File: src/rtl/mux4to1_rr_scheduler.sv
`default_nettype none
// ============================================================================
// Module   : mux4to1_rr_scheduler
// Purpose  : Round-robin scheduler for a shared 4:1 mux output channel.
//            It arbitrates four request lines and drives a registered mux
//            select and one-hot grant. The granted lane is gated onto a
//            valid/ready output channel. Each grant is limited to MAX_HOLD
//            accepted beats, so a requester that holds req high cannot
//            starve the other lanes.
// Ports    : clk        - single clock, rising edge
//            rst        - asynchronous active-high reset
//            req[3:0]   - per-lane request
//            in         - lane data, lane i at in[i*DATA_W +: DATA_W]
//            out_ready  - downstream accepts the beat this cycle
//            sel[1:0]   - registered mux select (binary lane index)
//            gnt[3:0]   - registered one-hot grant, zero when idle
//            out        - selected lane data, zero outside GRANT
//            out_valid  - beat available on out
//            busy       - registered, high while in GRANT
// Revision : 1.0 - initial release
// ============================================================================
module mux4to1_rr_scheduler #(
  parameter int DATA_W   = 1,
  parameter int MAX_HOLD = 4
) (
  input  logic                  clk,
  input  logic                  rst,
  input  logic [3:0]            req,
  input  logic [4*DATA_W-1:0]   in,
  input  logic                  out_ready,
  output logic [1:0]            sel,
  output logic [3:0]            gnt,
  output logic [DATA_W-1:0]     out,
  output logic                  out_valid,
  output logic                  busy
);

  // The counter must be able to hold MAX_HOLD itself, so it never wraps.
  localparam int CNT_W = $clog2(MAX_HOLD + 1);
  localparam logic [CNT_W-1:0] C_MAX_HOLD = CNT_W'(MAX_HOLD);
  localparam logic [CNT_W-1:0] C_CNT_ONE  = CNT_W'(1);

  typedef enum logic [0:0] {
    ST_IDLE  = 1'b0,
    ST_GRANT = 1'b1
  } state_t;

  // --------------------------------------------------------------------------
  // State registers
  // --------------------------------------------------------------------------
  state_t           state_q, state_d;
  logic [1:0]       sel_q,   sel_d;
  logic [3:0]       gnt_q,   gnt_d;
  logic             busy_q,  busy_d;
  logic [1:0]       last_q,  last_d;
  logic [CNT_W-1:0] cnt_q,   cnt_d;

  // --------------------------------------------------------------------------
  // Lane unpacking
  // --------------------------------------------------------------------------
  logic [DATA_W-1:0] lane_data [4];

  genvar gi;
  generate
    for (gi = 0; gi < 4; gi++) begin : g_lane
      assign lane_data[gi] = in[gi*DATA_W +: DATA_W];
    end
  endgenerate

  // --------------------------------------------------------------------------
  // Round-robin pick: scan last+1, last+2, last+3, last (mod 4).
  // The 2-bit sum wraps naturally, so k=4 lands back on last itself.
  // --------------------------------------------------------------------------
  logic       pick_found;
  logic [1:0] pick_idx;

  always_comb begin
    logic [1:0] idx;
    pick_found = 1'b0;
    pick_idx   = last_q;
    idx        = last_q;
    for (int k = 1; k <= 4; k++) begin
      idx = last_q + 2'(k);
      if (!pick_found && req[idx]) begin
        pick_found = 1'b1;
        pick_idx   = idx;
      end
    end
  end

  // --------------------------------------------------------------------------
  // Output channel. out_valid depends only on req and registered state;
  // out_ready is used solely to decide whether a beat was accepted.
  // --------------------------------------------------------------------------
  logic             lane_req;
  logic             xfer;
  logic [CNT_W-1:0] cnt_inc;

  always_comb begin
    lane_req  = req[sel_q];
    out_valid = (state_q == ST_GRANT) && lane_req;
    xfer      = out_valid && out_ready;
    cnt_inc   = cnt_q + C_CNT_ONE;
    out       = (state_q == ST_GRANT) ? lane_data[sel_q] : '0;
  end

  // --------------------------------------------------------------------------
  // Next-state logic
  // --------------------------------------------------------------------------
  always_comb begin
    state_d = state_q;
    sel_d   = sel_q;
    gnt_d   = gnt_q;
    busy_d  = busy_q;
    last_d  = last_q;
    cnt_d   = cnt_q;

    case (state_q)
      ST_IDLE: begin
        if (pick_found) begin
          state_d = ST_GRANT;
          sel_d   = pick_idx;
          gnt_d   = 4'b0001 << pick_idx;
          busy_d  = 1'b1;
          last_d  = pick_idx;
          cnt_d   = '0;
        end
      end

      ST_GRANT: begin
        // Withdrawal wins over everything: no beat is possible that cycle.
        // sel is deliberately left alone on release so the mux stays put.
        if (!lane_req) begin
          state_d = ST_IDLE;
          gnt_d   = 4'b0000;
          busy_d  = 1'b0;
          cnt_d   = '0;
        end else if (xfer) begin
          if (cnt_inc == C_MAX_HOLD) begin
            state_d = ST_IDLE;
            gnt_d   = 4'b0000;
            busy_d  = 1'b0;
            cnt_d   = '0;
          end else begin
            cnt_d   = cnt_inc;
          end
        end
      end

      default: begin
        state_d = ST_IDLE;
        gnt_d   = 4'b0000;
        busy_d  = 1'b0;
        cnt_d   = '0;
      end
    endcase
  end

  // --------------------------------------------------------------------------
  // Registers. last resets to 3 so that lane 0 is scanned first.
  // --------------------------------------------------------------------------
  always_ff @(posedge clk or posedge rst) begin
    if (rst) begin
      state_q <= ST_IDLE;
      sel_q   <= 2'b00;
      gnt_q   <= 4'b0000;
      busy_q  <= 1'b0;
      last_q  <= 2'd3;
      cnt_q   <= '0;
    end else begin
      state_q <= state_d;
      sel_q   <= sel_d;
      gnt_q   <= gnt_d;
      busy_q  <= busy_d;
      last_q  <= last_d;
      cnt_q   <= cnt_d;
    end
  end

  assign sel  = sel_q;
  assign gnt  = gnt_q;
  assign busy = busy_q;

endmodule
`default_nettype wire

File: config.mk
export PLATFORM = sky130hd
export DESIGN_NAME = mux4to1_rr_scheduler
export DESIGN_NICKNAME = d
export VERILOG_FILES = /design/src/rtl/mux4to1_rr_scheduler.sv
export SDC_FILE = /design/constraint.sdc
export NUM_CORES = 1
export LEC_CHECK = 0
export BUFFER_PORTS_ARGS = -buffer_cell sky130_fd_sc_hd__buf_2
export CORE_MARGIN = 3
export CORE_UTILIZATION = 49
export DETAILED_ROUTE_END_ITERATION = 8
export HOLD_SLACK_MARGIN = 0.15
export PLACE_DENSITY = 0.76
export SLEW_MARGIN = 30
export SYNTH_ARGS = -nofsm -noshare
export SYNTH_HDL_FRONTEND = slang
export SYNTH_SLANG_ARGS = --single-unit
File: constraint.sdc
create_clock -name clk -period 1.6 [get_ports clk]
set_clock_uncertainty 0.1 [all_clocks]
set_input_delay 0.32 -clock clk [delete_from_list [all_inputs] [get_ports clk]]
set_output_delay 0.32 -clock clk [all_outputs]
set_load 0.02 [all_outputs]
# After elaboration in Yosys (flattened, before gate mapping)
# Index checks and enable logic that the tools add are counted.
[op_classes]
muxes = 42
reduce_logical = 11
multipliers = 0
n_lt_le_gt_ge = 6
div = 0
n_bitwise = 2
eq_ne = 4
n_shift = 1
n_addsub = 4
[ops]
columns = ["op", "n"]
rows = [
  ["$mux W1", 20],
  ["$mux W4", 4],
  ["$lt A2 B3 Y1 const B", 5],
  ["$bmux W1 S2", 6],
  ["$mux W3", 4],
  ["$mux W2", 4],
  ["$pmux W4 S2", 1],
  ["$ne A3 B2 Y1 const B", 2],
  ["$pmux W3 S2", 1],
  ["$logic_and A1 B1 Y1", 5],
  ["$add A2 B2 Y2 const B", 2],
  ["$pmux W1 S2", 2],
  ["$reduce_and A2 Y1", 2],
  ["$shl A1 B2 Y4 const A", 1],
  ["$add A3 B1 Y3 const B", 1],
  ["$eq A3 B3 Y1 const B", 1],
  ["$ge A3 B3 Y1 const B", 1],
  ["$logic_not A1 Y1", 3],
  ["$not A2 Y3", 1],
  ["$reduce_and A3 Y1", 1],
  ["$add A2 B1 Y2 const B", 1],
  ["$ne A2 B2 Y1 const B", 1],
  ["$not A1 Y1", 1],
]
[totals]
wordCells = 76
register_bits = 13
mem_count = 0
out_inout_bits = 9
inputBits = 11
latch_bits = 0
romBits = 0
mem_bits_rw = 0

# Depth between registers and ports, before layout
# Gate-level depths: netlist of the first run.
[depth]
word_depth = 16
mapped_depth = 5
mapped_depth_nobuf = 5

# Worst setup path before layout of the first run
# OpenSTA, ideal clock, no wires.
[synth_path]
path_type = "register to output"
startpoint = "reg sel_q[0], in the netlist sel[0]"
endpoint = "out out"
t_required_ns = 1.180
path_slack_ns = -0.057
arrival_time_ns = 1.237
path_buffers = 0
path_stages_with_launch = 3
cell_sequence = "dfrtp_1 > mux4_2 > and2_1"
[synth_via]
elab_chain_len = 5
[synth_rtl]
columns = ["element", "line_no", "source"]
rows = [
  ["from (decl)", "52", "logic [1:0] sel_q, sel_d;"],
  ["from (signal assigned)", "172", "sel_q <= sel_d;"],
  ["$not A2 Y3 (implied by the code)", "104", "out = (state_q == ST_GRANT) ? lane_data[sel_q] : '0;"],
  ["$bmux W1 S2", "104", ""],
  ["$mux W1 (implied by the code) (2 in series)", "104", ""],
  ["$mux W1", "104", ""],
  ["to (decl)", "33", "output logic [DATA_W-1:0] out,"],
]
# No other way between the ends. The select of a mux whose other input is x is not followed.

# Worst setup path in the final report of the first run
# Same ends and word-level chain as after synthesis.

==> run_results.csv, run 1 <==
group,metric,value,unit
setup_path,worstPathCellList,"mux4_2, and2_4, buf_6",
setup_path,slowest_delay,500,ps
clock_tree,cts_buffer_depth,2,
setup_path,slowest_stage,"mux4_2",
clock_tree,htreeDepth,1,
die,die_h,44.82,µm
placed_design,dp_hpwl,1179,µm
drt,routedWlPerCell,15.68,µm
clock_tree,path_clk_slew,80,ps
setup_path,critPathArrivalTime,1420,ps
drt,drc,0,
die,dieArea,2008,µm²
pwr,power.density,1868,nW/µm²
clock_tree,clock-root-buffer,"clkbuf_4",
timing,drv_slew,0,
setup_path,cp.depth,3,
global_route,grt_max_degree,14,
drt,wl,1772,µm
synth,synth_seq_area_share,44.41,%
timing,post-route-period-util,115.0,%
pwr,vdd_ir_drop_max,1096,µV
setup_path,cp_top_family,"multiplexers",
timing,maxSlewHeadroom,68.01,%
timing,clock.fmax,0.5434,GHz
synth,synth_nets,81,
layout,nFillCells,95,
synth,synthFlopType,"dfrtp_1",
setup_path,critPathLaunchType,"register",
timing,fin_crit,1840,ps
die,ios,20,
worst_hold_path,min_path_cells,3,
synth,synth_cell_types,34,
layout,nNetsFinal,112,
synth,syn_area_per_cell,10.86,µm²
drt,vias,671,
drt,vias_per_cell,5.938,
synth,syn_area,738.2,µm²
global_route,grt_pass1_wl,2649,µm
timing,final-hold-violation-count,0,
die,coreArea,1350,µm²
timing,tightest_slew,479.3,ps
timing,fin_ws,-240.3,ps
synth,ys_ff_latch,13,
layout,final_common_cell,"buf_2",
drt,drtIter0Drc,17,
synth,synth_edf_count,0,
global_route,gr-total-overflow,0,
global_route,grt_pass1_vias,648,
die,row_count,13,
placed_design,gp_congestion,0.8013,
layout,syn_to_final_growth,36.27,%
synth,ys_warn_count,0,
die,start_util,54.68,%
status,violations,"setup timing",
timing,rsz0062_at_grt,"yes",
timing,setup_tns,-416.7,ps
placed_design,portBuffers,19,
timing,setup_viol,2,
drt,drtPass1Iterations,4,
clock_tree,cts_sinks,13,
layout,drive_gt1_share,51.02,%
layout,antenna_cells,0,
status,status,"finished with violations",
clock_tree,cts_tree,"built",
clock_tree,clk_latency,270,ps
global_route,grt.total_usage,17.82,%
setup_path,endpoint_kind,"output pin",
setup_path,criticalPathCategory,"reg2out",
setup_path,critPathBufInv,1,
timing,holdWs,331.1,ps
setup_path,critical_path_required,1180,ps
layout,mostFrequentLayoutCells,"buf_2, dfrtp_1, buf_4",
synth,async_reset_ff_share,100.0,%
synth,syn_inst,68,
global_route,antenna_found_initial,0,
job,maxCapViolations,0,
setup_path,worstPathMaxFanout,2,
setup_path,reg2reg_depth,6,
clock_tree,cts_made_buffers,3,
die,die_x,44.82,µm
worst_hold_path,hp-class,"in2reg",
drt,ant_nets,0,
pwr,p_leak,0.4801,nW
routing by layer:
layer | track usage (%) | vias up | routed length [µm]
met5 | 0 | - | 0
met4 | 7.018 | 0 | 23
met3 | 3.187 | 5 | 100
met2 | 31.81 | 22 | 888
met1 | 21.01 | 325 | 760
li1 | - | 319 | -
registers in the layout, summed over array words and instances, names as in the netlist:
| register | count |
|---|---|
| cnt_q | 3 |
| busy | 1 |
| gnt | 4 |
| last_q | 2 |
| sel | 2 |
| state_q | 1 |
report_power, final:
| group | internal [mW] | switching (mW) |
|---|---|---|
| Clock | 0.0925 | 0.107 |
| Sequential | 0.488 | 0.141 |
| Combinational | 0.498 | 0.553 |
cell type report:
cell class	instances	area [µm²]	share of cell area, %
sequential	13	330.3	32.84
clock buffer	3	22.52	2.239
timing repair buffer	26	166.4	16.54
tap	15	18.77	1.866
multi-input combinational	50	444.2	44.15
inverter	5	18.77	1.866
clock inverter	1	5.005	0.4975
kinds of logic (layout without fill, tap and decap cells):
family | count (synthesis) | count (layout) | share of synthesized area (%)
flip-flops | 13 | 13 | 44.41
adder cells (fa/ha/maj) | 2 | 2 | 3.389
AO/OA/AOI/OAI | 27 | 27 | 27.46
AND/OR/NAND/NOR | 17 | 17 | 15.25
buffers and inverters | 5 | 35 | 2.541
multiplexers | 3 | 3 | 5.763
XOR/XNOR | 1 | 1 | 1.187
what timing repair did:
action	CTS	global route
endpoints found under the setup margin	2	11
buffers inserted	2	0
endpoints found under the hold margin	11	0
hold buffers	1	0
pin swaps	2	6
resized for setup	7	11
through the flow:
stage	instance area, µm²	utilization (%)	setup WS, ps	total power [mW]	std cells
CTS	960.9	71.18	-239.1	1.789	113
finish	1006	74.51	-240.3	1.879	113
floorplan	740.7	-	21.99	1.186	68
global route	1006	74.51	-276.9	2.003	113
global placement	884.6	65.52	16.76	1.447	106
detailed placement	884.6	65.52	-4.840	1.469	106
tightest hold or removal path: stages:
cell	delay, ps
buf_2	130
a32oi_1	100
o22ai_1	100
path summary, 6_finish.rpt:
| kind | slack (ps) | from | to |
|---|---|---|---|
| setup / recovery | -240 | sel[0] | out |
| hold reg to reg | 390 | gnt[0] | gnt[0] |
| hold / removal | 330 | out_ready | cnt_q[2] |
| setup reg to reg | 30 | sel[0] | gnt[0] |
| max in group asynchronous | 540 | rst | last_q[1] |
| min in group asynchronous | 500 | rst | gnt[1] |
synthesized netlist by cell type (2+ instances only):
master | n | share of area [%]
a21o_1 | 2 | 2.0
a21oi_1 | 4 | 2.7
a22o_1 | 2 | 2.4
and3_1 | 2 | 1.7
dfrtp_1 | 11 | 37
dfstp_2 | 2 | 7.1
ha_1 | 2 | 3.4
inv_1 | 4 | 2.0
mux2i_1 | 2 | 2.7
nand2b_1 | 3 | 2.5
nor2_1 | 4 | 2.0
o21ai_0 | 4 | 2.7
o22ai_1 | 2 | 1.7
o2bb2ai_1 | 4 | 4.7
(Power assumes the default switching activity.)
==> run 2, diff against run 1 <==
Settings changed: CORE_UTILIZATION 49 to 53, CTS_BUF_LIST from default to sky130_fd_sc_hd__clkbuf_4, PLACE_DENSITY 0.76 to 0.82.
==> run 2 against run 1 <==
Net effect:
- the run still ends with setup timing left
- critical endpoint unchanged
- via count increased by 11%
- critical path type unchanged
- global-route usage increased by 4.1 points
- clock power increased by 11%
- routed wire length increased by 29%
- hold slack improved by 38 ps
- fmax decreased by 1.6%
- non-clock buffer count increased by 5
==> run_results.csv, run 2 (same netlist as run 1, synthesis figures left out) <==
group,metric,value,unit
clock_tree,cts_buffer_depth,2,
global_route,grt_pass1_vias,670,
pwr,p_switching,0.8997,mW
layout,syn_to_final_growth,42.03,%
setup_path,regToRegStartpoint,"sel[0]",
global_route,grt_max_degree,14,
global_route,antenna_found_initial,0,
worst_hold_path,min_to,"cnt_q[2]",
drt,drc,0,
layout,design_area,1049,µm²
clock_tree,cts_sinks,13,
drt,drtIter0Drc,38,
setup_path,worstPathMaxFanout,3,
clock_tree,cts_tree,"built",
layout,antenna_cells,0,
timing,tightest_slew,483.5,ps
pwr,clkPwrFrac,10.4,%
worst_hold_path,min_from,"out_ready",
drt,drtPass1Iterations,4,
drt,vias,742,
layout,nNetsFinal,117,
clock_tree,clk_latency,280,ps
layout,largest_reg_flops,4,
die,ios,20,
die,coreArea,1201,µm²
clock_tree,clock-root-buffer,"clkbuf_4",
setup_path,critPathArrivalTime,1450,ps
clock_tree,htreeDepth,1,
drt,vias_per_cell,6.342,
pwr,power.density,2006,nW/µm²
die,die_x,43.32,µm
setup_path,endpoint_kind,"output pin",
global_route,gr-total-overflow,0,
setup_path,criticalPathCategory,"reg2out",
placed_design,dp_slack,6.505,ps
setup_path,critical_path_required,1180,ps
placed_design,dp_hpwl,1185,µm
global_route,grt_pass1_wl,3008,µm
drt,ant_nets,0,
pwr,switching_share,42.78,%
timing,rsz0062_at_grt,"yes",
drt,wl,2290,µm
layout,final_common_cell,"buf_2",
layout,nFillCells,68,
timing,maxSlewHeadroom,67.73,%
timing,post-route-period-util,116.9,%
setup_path,critPathLaunchType,"register",
timing,drv_slew,0,
job,maxCapViolations,0,
setup_path,reg2reg_depth,6,
timing,fin_crit,1871,ps
pwr,p_comb_share,58.9,%
placed_design,gp_congestion,0.7331,
placed_design,portBuffers,19,
worst_hold_path,min_path_cells,3,
pwr,p_leak,0.5134,nW
die,die_h,43.32,µm
pwr,pwr-share-seq,30.7,%
die,start_util,61.46,%
pwr,vdd_ir_drop_max,1374,µV
timing,fin_ws,-270.7,ps
timing,clock.fmax,0.5346,GHz
clock_tree,path_clk_slew,80,ps
layout,drive_gt1_share,53.40,%
die,row_count,12,
timing,holdWs,369.1,ps
clock_tree,cts_made_buffers,3,
timing,setup_viol,8,
placed_design,placed_area,890.9,µm²
global_route,grt.total_usage,21.93,%
setup_path,reg2reg_to,"gnt[2]",
drt,routedWlPerCell,19.57,µm
die,dieArea,1877,µm²
status,violations,"setup timing",
setup_path,r2r_setup_slack,-50,ps
pwr,p_int,1.203,mW
status,status,"finished with violations",
layout,mostFrequentLayoutCells,"buf_2, dfrtp_1, buf_4",
timing,final-hold-violation-count,0,
worst_hold_path,hp-class,"in2reg",
timing,setup_tns,-733.0,ps
==> run 2: changes by cell type in the layout (fill, tap and decap cells not counted), sizes merged <==
cell    change
clkinv      -1
clkbuf      +1
buf         +5
==> run 2: worst max-delay path, stage by stage (launching register included) <==
cell,delay [ps]
dfrtp_2,390
mux4_2,490
and2_4,170
buf_6,120
==> run 2: power by group through the flow <==
stage                     Clock, mW  Sequential, mW  Combinational, mW
after global routing          0.238           0.664               1.31
final                         0.220           0.645               1.24
after global placement            0           0.618              0.839
after CTS                     0.217           0.625              0.992
after detailed placement          0           0.631              0.853
after floorplan                   0           0.710              0.477
==> run 2: timing repair <==
item                                    in CTS  in global routing
gates resized for setup                      8                 11
pin swaps                                    5                  8
endpoints found under the setup margin       3                 13
buffers inserted                             2                  5
hold endpoints to repair                    11                  0
hold buffers                                 1                  0
==> run 2: layout make-up <==
class	instances	area (µm²)	area share, %
clock buffers	4	30.03	2.864
inverters	5	18.77	1.790
multi-input cells	50	444.2	42.36
flip-flops and latches	13	330.3	31.50
well taps	14	17.52	1.671
repair buffers	31	207.7	19.81
==> run 2: worst max path at each step <==
stage | startpoint | endpoint | slack (ps) | cells after the start
2_1_floorplan | sel[0] | out | 20 | 2
3_3_place_gp | in[3] | out | 20 | 4
3_5_place_dp | in[3] | out | 7 | 4
4_1_cts | sel[0] | out | -270 | 3
5_1_grt | sel[0] | out | -310 | 3
6_report | sel[0] | out | -270 | 3
==> run 2: through the flow <==
step / utilization, % / total power, mW / std cells
final: 87.29 / 2.103 / 117
after global routing: 87.29 / 2.212 / 117
after CTS: 81.25 / 1.834 / 113
after detailed placement: 74.17 / 1.484 / 106
after global placement: 74.17 / 1.456 / 106
after floorplan: - / 1.186 / 68
==> run 2: layer usage <==
layer,up-vias,routed length [µm],GRT usage (%)
met5,-,0,0
met1,360,957,27.61
li1,329,-,-
met4,0,51,10.84
met3,6,136,4.237
met2,47,1145,35.69
==> run 3, diff against run 2 <==
Settings changed: CORE_AREA from default to 3 3 40 42, CORE_MARGIN 3 to default, CORE_UTILIZATION 53 to default, DIE_AREA from default to 0 0 43 45, PLACE_DENSITY 0.82 to 0.85, SETUP_SLACK_MARGIN from default to 0.02.
Clock period 1.6 ns to 2.4 ns, I/O delays scaled along.
==> run 3 against run 2 <==
Net effect:
- sequential share of layout area increased by 5.2 points
- critical endpoint unchanged
- hold slack better by 16 ps
- highest routed layer unchanged
- non-clock buffer count decreased by 11
- the run now ends clean
==> run_results.csv, run 3 (same netlist as run 1, synthesis figures left out) <==
group,metric,value,unit
layout,multi_input_area,391.6,µm²
clock_tree,clk_latency,280,ps
layout,syn_to_final_growth,20.85,%
setup_path,critPathLaunchType,"register",
die,die_x,43,µm
placed_design,portBuffers,19,
clock_tree,cts_tree,"built",
timing,clock.fmax,0.4659,GHz
job,maxCapViolations,0,
setup_path,criticalPathCategory,"reg2out",
drt,vias_per_cell,6.000,
clock_tree,cts_hold_buf,1,
clock_tree,cts_made_buffers,3,
worst_hold_path,hp-class,"reg2reg",
setup_path,r2r_setup_slack,740,ps
die,ios,20,
layout,nFillCells,106,
pwr,vdd_ir_drop_max,673.3,µV
drt,vias,642,
pwr,p_leak,0.4422,nW
timing,setup_tns,0,ps
die,coreArea,1285,µm²
layout,antenna_cells,0,
placed_design,dp_hpwl,1195,µm
worst_hold_path,min_from,"busy",
timing,rsz0062_at_grt,"no",
layout,final-seq-area,327.8,µm²
placed_design,dp_slack,466.6,ps
setup_path,critical_path_required,1820,ps
setup_path,endpoint_kind,"output pin",
layout,drive_gt1_share,34.78,%
timing,tightest_slew,478.8,ps
clock_tree,path_clk_slew,80,ps
setup_path,regToRegStartpoint,"last_q[0]",
drt,drc,0,
drt,drtPass1Iterations,4,
setup_path,slowest_delay,530,ps
timing,drv_slew,0,
pwr,p_int,0.6210,mW
clock_tree,cts_buffer_depth,2,
timing,final-hold-violation-count,0,
layout,mostFrequentLayoutCells,"buf_2, dfrtp_1",
setup_path,slowest_stage,"mux4_2",
pwr,clkPwrFrac,13.6,%
timing,post-route-period-util,89.43,%
pwr,power.density,1222,nW/µm²
pwr,switching_share,43.03,%
layout,final_common_cell,"buf_2",
global_route,grt_max_degree,14,
placed_design,gp_congestion,0.7136,
global_route,grt_pass1_wl,2601,µm
die,start_util,57.45,%
timing,fin_ws,253.7,ps
die,row_count,13,
global_route,grt_pass1_vias,662,
setup_path,setup.worst_path.start,"sel[0]",
global_route,grt.total_usage,18.81,%
setup_path,worstPathMaxFanout,5,
clock_tree,clock-root-buffer,"clkbuf_4",
setup_path,cp_top_family,"multiplexers",
die,die_h,45,µm
pwr,pwr-share-seq,38.6,%
pwr,p_switching,0.4689,mW
clock_tree,cts_resized,0,
setup_path,critPathArrivalTime,1570,ps
timing,maxSlewHeadroom,68.05,%
layout,nNetsFinal,106,
drt,ant_nets,0,
setup_path,worstPathCellList,"mux4_2, and2_1, buf_2",
timing,setup_viol,0,
global_route,antenna_found_initial,0,
layout,largest_reg_flops,4,
clock_tree,cts_setup_buffers,0,
global_route,gr-total-overflow,0,
drt,wl,1566,µm
clock_tree,htreeDepth,1,
pwr,p_comb_share,47.8,%
drt,routedWlPerCell,14.64,µm
status,status,"complete, no violations",
drt,drtIter0Drc,9,
timing,fin_crit,2146,ps
clock_tree,cts_sinks,13,
setup_path,critPathBufInv,1,
die,dieArea,1935,µm²
## run 3: area by class of cell
type                            instances  share of cell area, %
Clock buffer                            4                  3.366
Inverter                                5                  2.104
Multi-Input combinational cell         50                  43.90
Sequential cell                        13                  36.75
Tap cell                               15                  2.104
Timing Repair Buffer                   20                  11.78
## run 3: power groups by stage
stage	logic (mW)	registers (mW)	clock network (mW)
after floorplan	0.318	0.469	0
after global placement	0.506	0.414	0
after detailed placement	0.521	0.424	0
after CTS	0.527	0.420	0.152
after global routing	0.574	0.434	0.167
final	0.521	0.421	0.148
## run 3: final timing paths
kind	depth (start not counted)	endpoint
hold reg to reg	1	busy
setup reg to reg	4	gnt[3]
min in group asynchronous	3	gnt[1]
hold / removal	1	busy
setup / recovery	3	out
max in group asynchronous	3	last_q[1]
## run 3: metrics by stage
step | total power [mW] | instances | util (%) | area (µm²) | hold slack (ps)
2_1_floorplan | 0.7870 | 68 | - | 738.2 | 255.5
3_5_place_dp | 0.9445 | 102 | 66.31 | 852.1 | 360.5
5_1_grt | 1.175 | 107 | 69.43 | 892.1 | 431.4
4_1_cts | 1.099 | 107 | 69.43 | 892.1 | 386.7
3_3_place_gp | 0.9198 | 102 | 66.31 | 852.1 | 364.1
6_report | 1.090 | 107 | 69.43 | 892.1 | 384.9
## run 3: per-layer routing
metal / wire length (µm) / share of wire (%) / vias up / global-route usage [%]
met2: 755 / 48 / 16 / 32.63
met5: 0 / 0 / - / 0
met4: 40 / 2.6 / 0 / 12.65
met3: 78 / 5.0 / 4 / 4.781
met1: 692 / 44 / 313 / 20.31
li1: - / - / 309 / -
